--- config.mk ---
export PLATFORM = sky130hd
export DESIGN_NAME = mux2_sel32
export DESIGN_NICKNAME = d
export VERILOG_FILES = /design/src/rtl/datapath_pkg.sv /design/src/rtl/mux2_sel32.sv
export SDC_FILE = /design/constraint.sdc
export NUM_CORES = 1
export LEC_CHECK = 0
export CORE_UTILIZATION = 37
export CTS_CLUSTER_SIZE = 20
export DETAILED_ROUTE_END_ITERATION = 16
export HOLD_SLACK_MARGIN = 0.06
export PLACE_DENSITY_LB_ADDON = 0.12
export SYNTH_ARGS = -nofsm -noshare
export SYNTH_HDL_FRONTEND = slang
export SYNTH_SLANG_ARGS = --single-unit
--- constraint.sdc ---
create_clock -name clk -period 2.9 [get_ports clk]
set_clock_uncertainty 0.1 [all_clocks]
set_input_delay 0.58 -clock clk [delete_from_list [all_inputs] [get_ports clk]]
set_output_delay 0.58 -clock clk [all_outputs]
set_load 0.1 [all_outputs]
--- src/rtl/datapath_pkg.sv ---
// Shared datapath constants: default word width and named mux select encodings.
package datapath_pkg;

  localparam int XLEN = 32;

  localparam logic SEL_A = 1'b0;
  localparam logic SEL_B = 1'b1;

endpackage : datapath_pkg

--- src/rtl/mux2_sel32.sv ---
// Two-input word mux with a zero-latency combinational output and a
// registered copy plus valid flag for pipelined consumers.
module mux2_sel32
  import datapath_pkg::*;
#(
  parameter int               WIDTH     = XLEN,
  parameter logic [WIDTH-1:0] RESET_VAL = '0
) (
  input  logic             clk,
  input  logic             rst,
  input  logic [WIDTH-1:0] a,
  input  logic [WIDTH-1:0] b,
  input  logic             sel,
  input  logic             in_valid,
  output logic [WIDTH-1:0] y,
  output logic [WIDTH-1:0] y_q,
  output logic             y_valid
);

  logic [WIDTH-1:0] w_y;
  logic [WIDTH-1:0] r_y_q;
  logic             r_y_valid;

  // Plain ternary so an unknown select propagates X in simulation
  // rather than being decoded to one side.
  assign w_y = (sel == SEL_B) ? b : a;

  always_ff @(posedge clk) begin
    if (rst) begin
      r_y_q     <= RESET_VAL;
      r_y_valid <= 1'b0;
    end else begin
      r_y_valid <= in_valid;
      if (in_valid) begin
        r_y_q <= w_y;
      end
    end
  end

  assign y       = w_y;
  assign y_q     = r_y_q;
  assign y_valid = r_y_valid;

endmodule : mux2_sel32

Word level (Yosys, flattened, before mapping)
Cells that the tools add are included.
- bits in registers: 33
- input bits: 68
- output and inout port bits: 65
- muxes and demuxes: 1
- operators by type and width (operator ; count):
    $mux 32 ; 1

Longest topological paths before layout
- depth in word-level cells: 1
- gate-level depth with buffers: 4

Worst setup path before layout
Ideal clock, no wire load.
- kind: in2out
- start point: input sel
- end point: output y[10]
- data arrival time: 1.284 ns
- required time: 2.220 ns
- slack: 0.936 ns
- cell stages on the path: 3
- path buffers: 2
- cells stage by stage: buf_6 -> buf_6 -> mux2_4
- word-level cells in the longest chain between the ends: 1
- RTL lines (element ; line ; text):
    from (decl) ; mux2_sel32.sv:13 ; input logic sel,
    $mux 32 ; mux2_sel32.sv:26 ; assign w_y = (sel == SEL_B) ? b : a;
    to (decl) ; mux2_sel32.sv:15 ; output logic [WIDTH-1:0] y,
Every way passes these cells.

Final worst setup path
- start point: input sel
- end point: output y[29]
Same word-level chain as after synthesis.

==> impl_results.md <==
- CTS sink cnt: 33
- # IOs: 133
- CTS tree: yes
- Gr usage total: 0.203
- Crit path time final: 2.21 ns
- Final worst-path cycle share: 0.762
- Power density over the cells: 541 nW/um^2
- Slew @ Worst Pin: 0.461 ns
- Syn_area_per_cell: 12.4 um^2
- Pre-Repair DR Iteration Count: 4
- Seq/Total Area, Yosys: 0.368
- Crit path launch type: input port
- Setup repair after global routing missed its margin: false
- Largest net degree at the start of global routing: 34
- First-pass GRT wire length: 8040 um
- Max Slew Vio Count: 0
- Gpl congestion: 0.714
- Detailed Place HPWL: 3930 um
- Setup crit end kind: output pin
- Final core utilization: 0.768
- Setup bufs post-CTS: 0
- Vias per cell: 4.97
- Max-cap violation count: 0
- F_max: 453 MHz
- Crit path kind: in2out
- Fillers: 316
- Worst-Skew Late Latency: 0.28 ns
- Fin Hold WS: 0.474 ns
- Hold buffers post-CTS: 0
- Fraction of layout cells with a size suffix above 1: 0.518
- Crit path launch: sel
- Drt drc: 0
- Chip height: 71.6 um
- Iter 0 DRT Violations: 53
- Hold WC Path Type: reg2reg
- Setup violators final: 0
- Chip Width: 71.6 um
- Number of antenna violations at the first check in global routing: 0
- Die ar.: 5130 um^2
- Count of cell types in the netlist: 12
- Worst IR Drop VDD: 0.000313 V
- H-tree Lvls: 2
- Average wire per standard cell: 15.8 um
- Worst r2r src: y_q[22]
- Total Wirelength: 5170 um
- Post-route cell area: 3460 um^2
- Setup TNS Final: 0 ns
- CP endpoint: y[29]
- Placement Cell Area: 3360 um^2
- CTS resizes: 0
- Area grow syn2layout: 92.8%
- Core area: 4500 um^2
- Port Buf Inserts: 132
- R2R setup slack: 2.07 ns
- Antenna viol nets, final: 0
- Reg clk slew, reported paths: 0.06 ns
- Synth warn: 0
- Clock Tree Root: clkbuf_8
- Outcome: finished, final reports clean
- RR Endpoint: y_q[22]
- Register area: 661 um^2
- Crit path max fanout: 15
- LEAKAGE: 0.00152 uW
- Vias: 1630
- Nets: 343
- Synth Register Bits: 33
- Endpoints failing hold: 0
- Crit path DAT: 1.53 ns
- Worst Path Required: 2.22 ns
- Netlist area before placement: 1790 um^2
- Synth Instances: 145
- Multi-input combinational cell area: 1040 um^2
- Initial Util: 0.398
- Reg2reg path depth: 2
- Syn_nets: 213
- Max clock buf depth: 2
- Max-slew headroom: 0.691
- Antenna diodes: 0
- CTS Buf Count: 5
- Grt ovf: 0
- Vias in the first global route: 1693
- Num rows: 24
-- layout make-up --
cell class,instances,area share
inverter,1,0.00108
clock inverter,1,0.00145
sequential,33,0.191
tap,52,0.0188
timing repair buffer,137,0.460
multi-input combinational,97,0.300
clock buffer,7,0.0278
-- critical path, stage by stage --
cell and delay, ns:
buf_2 0.09, buf_4 0.27, mux2_2 0.41, buf_12 0.17
-- cells in the mapped netlist --
cell type  number  area [um^2]
mux2_4         30          450
buf_8           1         15.0
mux2_2          2         22.5
dfxtp_1        33          661
buf_2           5         25.0
o21a_1         32          240
buf_6           3         33.8
buf_1           1         3.75
nor2_1          1         3.75
o21ba_2        32          320
inv_1           1         3.75
clkbuf_1        4         15.0
-- cells by family (layout without fill, tap and decap cells) --
family,after synthesis,after routing,synth area share
AOI/OAI and AO/OA,64,64,0.312
DFF,33,33,0.368
muxes,32,32,0.264
buffers and inverters,15,146,0.0537
and+or+nand+nor,1,1,0.00209
-- sequential cells by signal, summed over array words and instances, names as in the netlist --
| signal | count |
|---|---|
| y_valid | 1 |
| y_q | 32 |
-- layer usage --
layer  track usage  vias up  wire, um
li1              -      775         -
met1         0.214      762      1910
met2         0.367       84      2720
met3        0.0844        9       490
met4        0.0632        0        51
met5             0        -         0
-- report_power, final --
group | switching [uW] | internal [uW]
sequential | 17.8 | 487
combinational | 631 | 358
clock | 162 | 214
-- worst min-delay path by stage --
stage	startpoint	to	slack [ns]	cells after the start
after CTS	y_q[13]	y_q[13]	0.48	2
after global placement	y_q[4]	y_q[4]	0.45	2
after global routing	y_q[28]	y_q[28]	0.50	2
final	y_q[27]	y_q[27]	0.47	2
after floorplan	rst	y_valid	0.72	2
after detailed placement	y_q[25]	y_q[25]	0.46	2
-- metrics by stage --
stage	cells	total power (uW)	worst slack (ns)
after floorplan	145	1180	0.936
after global placement	320	1500	0.695
after detailed placement	320	1510	0.681
after CTS	328	1890	0.683
after global routing	328	1940	0.653
final	328	1870	0.692
-- layout by cell type (no fill, tap or decap) --
cell,count
buf_4,38
inv_1,1
o21a_1,32
dfxtp_1,33
clkinv_2,1
clkbuf_8,7
buf_2,1
o21ba_2,32
nor2_1,1
mux2_4,30
mux2_2,2
buf_12,32
clkdlybuf4s50_1,66
Power figures use the tool's default switching activity.
